==> src/rtl/fetch_align_pkg.sv <==
// fetch_align_pkg
//   Shared types and helpers for the fetch realignment buffer.
//   halfword_t      : one 16-bit instruction parcel
//   hw_slot_t       : buffered parcel plus the fetch fault it arrived with
//   RVC_OPC_FULL    : low opcode bits marking a full 32-bit instruction
//   is_compressed() : true when a parcel starts a 16-bit RVC instruction
package fetch_align_pkg;

    typedef logic [15:0] halfword_t;

    typedef struct packed {
        halfword_t data;
        logic      fault;
    } hw_slot_t;

    localparam logic [1:0] RVC_OPC_FULL = 2'b11;

    function automatic logic is_compressed(halfword_t hw);
        return hw[1:0] != RVC_OPC_FULL;
    endfunction

endpackage

==> src/rtl/fetch_align_queue.sv <==
// fetch_align_queue
//   Halfword shift queue. Slot 0 is the oldest parcel. A pop and a push may
//   happen in the same cycle: the pop shifts first, the push then appends
//   behind whatever remains. clear empties the queue and wins over all else.
//   Ports:
//     clk, rst        : clock, asynchronous active-high reset
//     clear           : discard all slots
//     pop1 / pop2     : remove one / two slots from the head
//     push1 / push2   : append push_a / push_a then push_b
//     head0 / head1   : slot 0 / slot 1 (zero when unoccupied)
//     count           : number of occupied slots
module fetch_align_queue
    import fetch_align_pkg::*;
#(
    parameter int DEPTH = 4
) (
    input  logic     clk,
    input  logic     rst,
    input  logic     clear,
    input  logic     pop1,
    input  logic     pop2,
    input  logic     push1,
    input  logic     push2,
    input  hw_slot_t push_a,
    input  hw_slot_t push_b,
    output hw_slot_t head0,
    output hw_slot_t head1,
    output logic [2:0] count
);

    localparam int SW = $bits(hw_slot_t);

    hw_slot_t [DEPTH-1:0] slots_q;
    hw_slot_t [DEPTH-1:0] slots_d;
    logic [2:0] cnt_q;
    logic [2:0] cnt_d;
    logic [2:0] pop_n;
    logic [2:0] base;

    always_comb begin
        pop_n = pop2 ? 3'd2 : (pop1 ? 3'd1 : 3'd0);
        base  = cnt_q - pop_n;
        // Vacated slots shift in as zero so unoccupied heads read clean.
        slots_d = slots_q >> (SW * int'(pop_n));
        for (int i = 0; i < DEPTH; i++) begin
            if ((push1 || push2) && base == 3'(i))
                slots_d[i] = push_a;
            if (push2 && (base + 3'd1) == 3'(i))
                slots_d[i] = push_b;
        end
        cnt_d = base + (push2 ? 3'd2 : (push1 ? 3'd1 : 3'd0));
    end

    always_ff @(posedge clk or posedge rst) begin
        if (rst) begin
            slots_q <= '0;
            cnt_q   <= 3'd0;
        end else if (clear) begin
            slots_q <= '0;
            cnt_q   <= 3'd0;
        end else begin
            slots_q <= slots_d;
            cnt_q   <= cnt_d;
        end
    end

    assign head0 = slots_q[0];
    assign head1 = slots_q[1];
    assign count = cnt_q;

endmodule

==> src/rtl/fetch_align_buffer.sv <==
// fetch_align_buffer
//   Realigns word-aligned 32-bit fetch words into whole RISC-V instructions
//   (32-bit, or 16-bit RVC) for decode. Handles halfword-aligned redirects,
//   instructions straddling fetch words, and fetch-fault propagation.
//   Optional macro FETCH_ALIGN_BYPASS_EN: when the buffer is empty, a complete
//   instruction in the accepted fetch word is presented combinationally in
//   the same cycle. Without it the path is registered (1-cycle latency).
//   Ports:
//     CLK, RST                      : clock, asynchronous active-high reset
//     fetch_valid/ready/word/fault  : fetch word handshake
//     flush, flush_pc               : redirect, discards buffered state
//     instr_valid/ready             : decode handshake
//     instr, instr_pc               : instruction (RVC zero-extended) and PC
//     instr_compressed, instr_fault : RVC flag, fetch fault (instr forced 0)
module fetch_align_buffer
    import fetch_align_pkg::*;
#(
    parameter logic [31:0] RESET_PC = 32'h8000_0000,
    parameter int          BUF_HW   = 4
) (
    input  logic        CLK,
    input  logic        RST,
    input  logic        fetch_valid,
    output logic        fetch_ready,
    input  logic [31:0] fetch_word,
    input  logic        fetch_fault,
    input  logic        flush,
    input  logic [31:0] flush_pc,
    output logic        instr_valid,
    input  logic        instr_ready,
    output logic [31:0] instr,
    output logic [31:0] instr_pc,
    output logic        instr_compressed,
    output logic        instr_fault
);

    logic [31:0] pc_q;
    logic        drop_first;

    hw_slot_t    head0, head1;
    logic [2:0]  hw_cnt;
    logic        q_pop1, q_pop2, q_push1, q_push2;
    hw_slot_t    push_a, push_b;

    hw_slot_t    fetch_lo, fetch_hi;
    logic        accept;
    logic        buf_comp, buf_valid, buf_fault;
    logic        out_valid, out_comp, out_fault, bypass, take;
    halfword_t   out_lo, out_hi;

    assign fetch_lo    = '{data: fetch_word[15:0],  fault: fetch_fault};
    assign fetch_hi    = '{data: fetch_word[31:16], fault: fetch_fault};
    // At most two slots occupied guarantees room for a full word.
    assign fetch_ready = !flush && hw_cnt <= 3'd2;
    assign accept      = fetch_valid && fetch_ready;

    assign buf_comp  = is_compressed(head0.data);
    assign buf_valid = (hw_cnt >= 3'd1 && (buf_comp || head0.fault)) || hw_cnt >= 3'd2;
    assign buf_fault = head0.fault || (!buf_comp && head1.fault);

    always_comb begin
        out_valid = buf_valid;
        out_comp  = buf_comp;
        out_fault = buf_fault;
        out_lo    = head0.data;
        out_hi    = head1.data;
        bypass    = 1'b0;
`ifdef FETCH_ALIGN_BYPASS_EN
        if (hw_cnt == 3'd0 && accept) begin
            // A 32-bit instruction is only complete when the low half is used.
            if (is_compressed(drop_first ? fetch_word[31:16] : fetch_word[15:0]) || !drop_first) begin
                bypass    = 1'b1;
                out_valid = 1'b1;
                out_lo    = drop_first ? fetch_word[31:16] : fetch_word[15:0];
                out_hi    = fetch_word[31:16];
                out_comp  = is_compressed(out_lo);
                out_fault = fetch_fault;
            end
        end
`endif
    end

    // Faulting instructions never pop; they stay presented until a flush.
    assign take   = out_valid && instr_ready && !out_fault && !flush;
    assign q_pop1 = take && !bypass && out_comp;
    assign q_pop2 = take && !bypass && !out_comp;

    always_comb begin
        q_push1 = 1'b0;
        q_push2 = 1'b0;
        push_a  = fetch_lo;
        push_b  = fetch_hi;
        if (accept) begin
            if (bypass && take) begin
                // Consumed straight from the fetch word: keep only a leftover
                // high parcel behind a low-half RVC instruction.
                if (!drop_first && out_comp) begin
                    q_push1 = 1'b1;
                    push_a  = fetch_hi;
                end
            end else if (drop_first) begin
                q_push1 = 1'b1;
                push_a  = fetch_hi;
            end else begin
                q_push2 = 1'b1;
            end
        end
    end

    fetch_align_queue #(
        .DEPTH (BUF_HW)
    ) u_queue (
        .clk    (CLK),
        .rst    (RST),
        .clear  (flush),
        .pop1   (q_pop1),
        .pop2   (q_pop2),
        .push1  (q_push1),
        .push2  (q_push2),
        .push_a (push_a),
        .push_b (push_b),
        .head0  (head0),
        .head1  (head1),
        .count  (hw_cnt)
    );

    always_ff @(posedge CLK or posedge RST) begin
        if (RST) begin
            pc_q       <= RESET_PC;
            drop_first <= 1'b0;
        end else if (flush) begin
            pc_q       <= flush_pc & 32'hFFFF_FFFE;
            drop_first <= flush_pc[1];
        end else begin
            if (take)
                pc_q <= pc_q + (out_comp ? 32'd2 : 32'd4);
            if (accept)
                drop_first <= 1'b0;
        end
    end

    assign instr_valid      = out_valid;
    assign instr_fault      = out_valid && out_fault;
    assign instr_compressed = out_valid && out_comp;
    assign instr_pc         = out_valid ? pc_q : 32'h0;
    assign instr            = (out_valid && !out_fault)
                              ? (out_comp ? {16'h0, out_lo} : {out_hi, out_lo})
                              : 32'h0;

endmodule

==> config.mk <==
export PLATFORM = sky130hd
export DESIGN_NAME = fetch_align_buffer
export DESIGN_NICKNAME = d
export VERILOG_FILES = /design/src/rtl/fetch_align_pkg.sv /design/src/rtl/fetch_align_queue.sv /design/src/rtl/fetch_align_buffer.sv
export SDC_FILE = /design/constraint.sdc
export NUM_CORES = 1
export LEC_CHECK = 0
export ABC_CLOCK_PERIOD_IN_PS = 4770
export BUFFER_PORTS_ARGS = -buffer_cell sky130_fd_sc_hd__clkbuf_2
export CAP_MARGIN = 40
export CELL_PAD_IN_SITES_DETAIL_PLACEMENT = 1
export CELL_PAD_IN_SITES_GLOBAL_PLACEMENT = 2
export CORE_MARGIN = 2
export CORE_UTILIZATION = 35
export CTS_BUF_LIST = sky130_fd_sc_hd__clkbuf_8
export DETAILED_ROUTE_END_ITERATION = 16
export PLACE_DENSITY_LB_ADDON = 0.25
export SLEW_MARGIN = 40
export SYNTH_ARGS = -nofsm -noshare
export SYNTH_HDL_FRONTEND = slang
export SYNTH_HIERARCHICAL = 1
export SYNTH_SLANG_ARGS = --single-unit
==> constraint.sdc <==
create_clock -name CLK -period 4.77 [get_ports CLK]
set_input_delay 0.2385 -clock CLK [delete_from_list [all_inputs] [get_ports CLK]]
set_output_delay 0.2385 -clock CLK [all_outputs]
set_load 0.05 [all_outputs]
==> tab_implementation.tex <==
\begin{tabular}{lr}
\hline
Metric & Value \\
\hline
\multicolumn{2}{l}{\textbf{Clock tree}} \\
\quad Clock Path Buffers & 2 \\
\quad Clock root cell & sky130\_fd\_sc\_hd\_\_clkbuf\_8 \\
\quad Number of clock sinks & $\sim$100 \\
\quad H-tree levels & 3 \\
\quad Post-CTS repair timing setup buffer count & 0 \\
\quad Total CTS buffers & 9 \\
\quad Clock tree from TritonCTS & done \\
\quad Total of cells resized after clock tree synthesis & 0 \\
\quad Clock latency on the worst-skew pair & 0.41 ns \\
\quad Clock transition at the registers of the reported paths & roughly 0.13 ns \\
\multicolumn{2}{l}{\textbf{Layout}} \\
\quad Synth-to-Final Area Change & 10.1\% \\
\quad Post-layout net count & 1000 \\
\quad Commonest non-fill, non-tap cells in the layout & sky130\_fd\_sc\_hd\_\_nand2\_1, sky130\_fd\_sc\_hd\_\_clkbuf\_2, sky130\_fd\_sc\_hd\_\_dfrtp\_1 \\
\quad Leading cell type in the layout, fill and taps excluded & sky130\_fd\_sc\_hd\_\_nand2\_1 \\
\quad Layout filler cell count & between 2000 and 3000 \\
\quad Fraction of final layout cells with drive strength greater than 1 & $\sim$26\% \\
\quad Multi-input combinational cell area & 4280 µm² \\
\quad Area used by sequential logic in the layout & roughly 2600 µm² \\
\quad Ant. Diodes & 0 \\
\multicolumn{2}{l}{\textbf{Drt}} \\
\quad Average wire length per cell after detail routing & approximately 19 µm \\
\quad Vias after detailed routing & roughly 6400 \\
\quad Remaining antenna violation count & 0 \\
\quad Drt first pass iters & 5 \\
\quad Detailed router's first-iteration violation count & between 300 and 400 \\
\quad Overall routed net length & between 20000 and 25000 µm \\
\quad Via-per-instance ratio & about 5.4 \\
\quad DR DRC count & 0 \\
\multicolumn{2}{l}{\textbf{Setup path}} \\
\quad Data required time of the critical path & about 5.1 ns \\
\quad Largest fanout of any net on the critical path & 17 \\
\quad R2r startpoint & u\_queue/head0[2]\$\_DFF\_PP0\_ \\
\quad FF-to-FF setup slack & $\sim$0.5 ns \\
\quad Worst setup SP type & flip-flop \\
\quad Worst reg-to-reg path cell count & 14 \\
\quad Nature of the critical path endpoint & flip-flop \\
\quad Crit path arrival time & 4.62 ns \\
\quad Critical setup path kind & flip-flop to flip-flop \\
\quad R2R Path End & u\_queue/head1[8]\$\_DFF\_PP0\_ \\
\multicolumn{2}{l}{\textbf{Floorplan}} \\
\quad Std cell rows & 53 \\
\quad Effective utilization at floorplan & 35.7\% \\
\quad Die width & 151 µm \\
\quad Top-level port count & 138 \\
\quad Area of the die & 22700 µm² \\
\quad Core area & 21100 µm² \\
\quad Height of the die & roughly 150 µm \\
\multicolumn{2}{l}{\textbf{Job}} \\
\quad \# Max-Cap Violations & 0 \\
\multicolumn{2}{l}{\textbf{Synth}} \\
\quad Synthesized area & 7520 µm² \\
\quad Most used flip-flop cell after synthesis & sky130\_fd\_sc\_hd\_\_dfrtp\_1 \\
\quad Number of library cell types mapped by synthesis & between 60 and 70 \\
\quad Cell count after synthesis & around 860 \\
\quad Post-synthesis register bit count & around 100 \\
\quad Post-Synthesis Net Count & approximately 940 \\
\quad Register area share after synthesis & between 30\% and 40\% \\
\quad Count of flip-flops with a built-in enable after synthesis & 0 \\
\quad Mean Syn Cell Area & just under 9 µm² \\
\quad Synth Warn \# & 6 \\
\quad Async set-or-reset flop fraction in the synthesized netlist & 100\% \\
\multicolumn{2}{l}{\textbf{Placement}} \\
\quad Detailed placement HPWL & roughly 16000 µm \\
\quad GP Congestion & 0.791 \\
\quad Port bufs & 135 \\
\quad DP Worst Slack & 0.543 ns \\
\multicolumn{2}{l}{\textbf{Global routing}} \\
\quad Total routing resource utilization after global routing & 20.6\% \\
\quad Largest net degree at the start of global routing & 65 \\
\quad Total congestion overflow after global routing & 0 \\
\quad Antenna violations before repair & 0 \\
\quad Number of global-route vias before repair & between 6000 and 7000 \\
\quad Wire length of the first global-routing pass & about 37000 µm \\
\multicolumn{2}{l}{\textbf{Power}} \\
\quad Total power consumption of the routed design & 0.00393 W \\
\quad P per Cell Area & $\sim$470 nW/µm² \\
\quad LEAKAGE & around 3.5 nW \\
\quad Maximum vdd drop & 0.230 mV \\
\multicolumn{2}{l}{\textbf{STA}} \\
\quad Worst path setup slack after routing & 0.491 ns \\
\quad Setup repair after global routing missed its margin & false \\
\quad Fmax & between 0.2 and 0.25 GHz \\
\quad Largest clock skew in the final design & roughly 0.022 ns \\
\quad Final-report hold violation count & 0 \\
\quad Transition at the pin with the smallest max-transition slack & 0.827 ns \\
\quad Crit path time final & 4.28 ns \\
\quad Setup violations, final & 0 \\
\quad Final clock period utilization by the worst path & between 80\% and 90\% \\
\quad Normalized max-slew margin & between 40 and 50\% \\
\quad Slew Viols, Final & 0 \\
\quad Setup TNS Final & 0 ns \\
\multicolumn{2}{l}{\textbf{Worst hold path}} \\
\quad Kind of path behind the tightest hold check & input port to flip-flop \\
\quad Hold Crit Depth & 3 \\
\quad Worst hold endpoint & pc\_q[2]\$\_DFFE\_PP0P\_ \\
\quad Origin of the worst min-delay path & flush\_pc[2] \\
\multicolumn{2}{l}{\textbf{Run status}} \\
\quad Run status & complete, no violations \\
\hline
\end{tabular}
-- Yosys cell counts (all sizes together) (5+ instances only) --
library cell	n	share of area [%]
nor4	7	0.58
or4	7	0.70
nor3	9	0.60
nor2b	33	2.7
a31oi	5	0.81
or2	5	0.42
o21ai	26	1.7
and3	5	0.42
nand2	157	7.9
a311oi	17	2.0
dfrtp	102	34
o211ai	36	3.6
nand2b	20	1.7
a22oi	36	4.9
a211oi	5	0.50
clkbuf	36	1.9
nand4	7	0.86
o221ai	17	2.8
a21oi	36	3.4
ha	5	0.83
nor2	38	1.9
inv	18	0.90
buf	63	6.2
and2	34	2.8
nand3	29	2.1
mux2i	53	7.1
xnor2	20	2.3
-- cell type report --
class                   instances  area share (%)
clock buffers                   9            1.50
repair buffers                153            9.90
inverters                      20           0.906
flip-flops and latches        103            31.1
multi-input cells             636            51.6
well taps                     275            4.15
clock inverters                 7           0.771
-- worst max-delay path by stage --
stage,start,to,slack [ns],depth (start not counted)
6_report,u_queue/head0[2]$_DFF_PP0_,u_queue/head1[8]$_DFF_PP0_,0.49,14
5_1_grt,u_queue/head0[2]$_DFF_PP0_,u_queue/head1[6]$_DFF_PP0_,0.19,13
4_1_cts,u_queue/count[2]$_DFF_PP0_,u_queue/head1[8]$_DFF_PP0_,0.51,14
3_5_place_dp,u_queue/count[2]$_DFF_PP0_,u_queue/head1[8]$_DFF_PP0_,0.54,14
3_3_place_gp,u_queue/count[2]$_DFF_PP0_,u_queue/head1[12]$_DFF_PP0_,0.57,14
2_1_floorplan,u_queue/head0[2]$_DFF_PP0_,u_queue/head1[0]$_DFF_PP0_,0.52,19
-- registers in the layout (all words and copies together) (netlist names) --
name / flops
u_queue/slots_q: 34
pc_q: 31
u_queue/head0: 17
u_queue/head1: 17
u_queue/count: 3
drop_first: 1
-- timing repair --
| action | 4_1_cts | 5_1_grt |
|---|---|---|
| endpoints found under the hold margin | 62 | 0 |
| hold buffers | 1 | 0 |
| setup endpoints to repair | 0 | 0 |
-- metal layers --
metal  up-vias  global-route usage [%]  share of wire, %
li1       3128                       -                 -
met1      3141                    32.8                53
met2       162                    29.5                42
met3        12                    2.91               4.4
met4         0                    4.11              0.89
met5         -                       0                 0
-- power breakdown --
part	switching, W	internal, W
registers	0.000160	0.00103
clock network	0.000371	0.000201
logic	0.00155	0.000615
-- worst max-delay path: stages, from the launching register on --
cell and delay (ns):
sky130_fd_sc_hd__dfrtp_1 0.45, sky130_fd_sc_hd__a31oi_1 0.50, sky130_fd_sc_hd__o211ai_1 0.34, sky130_fd_sc_hd__nor3_1 0.21, sky130_fd_sc_hd__buf_4 0.19, sky130_fd_sc_hd__nor2b_1 0.06, sky130_fd_sc_hd__ha_1 0.17, sky130_fd_sc_hd__inv_1 0.06
sky130_fd_sc_hd__fa_1 0.55, sky130_fd_sc_hd__nor2b_1 0.21, sky130_fd_sc_hd__ha_1 0.33, sky130_fd_sc_hd__and4b_1 0.23, sky130_fd_sc_hd__a31oi_4 0.54, sky130_fd_sc_hd__o211ai_1 0.20, sky130_fd_sc_hd__a21oi_1 0.18
-- cells by family after synthesis --
logic type	Yosys count	share of synthesized area, %
other cells	1	0.0498
xor+xnor	24	3.04
mux	54	7.20
compound gates	191	21.4
flops	103	34.3
buf+inv	119	9.06
fa+ha+maj	7	1.36
simple gates	359	23.6
-- through the flow --
stage	hold WS [ns]	utilization (%)	std cells	area [µm²]
after floorplan	0.354	-	858	7520
after global placement	0.371	38.3	1186	8080
after detailed placement	0.373	38.3	1186	8080
after CTS	0.0254	39.3	1203	8280
after global routing	0.0398	39.3	1203	8280
final	0.0409	39.3	1203	8280
(Power assumes the default switching activity.)
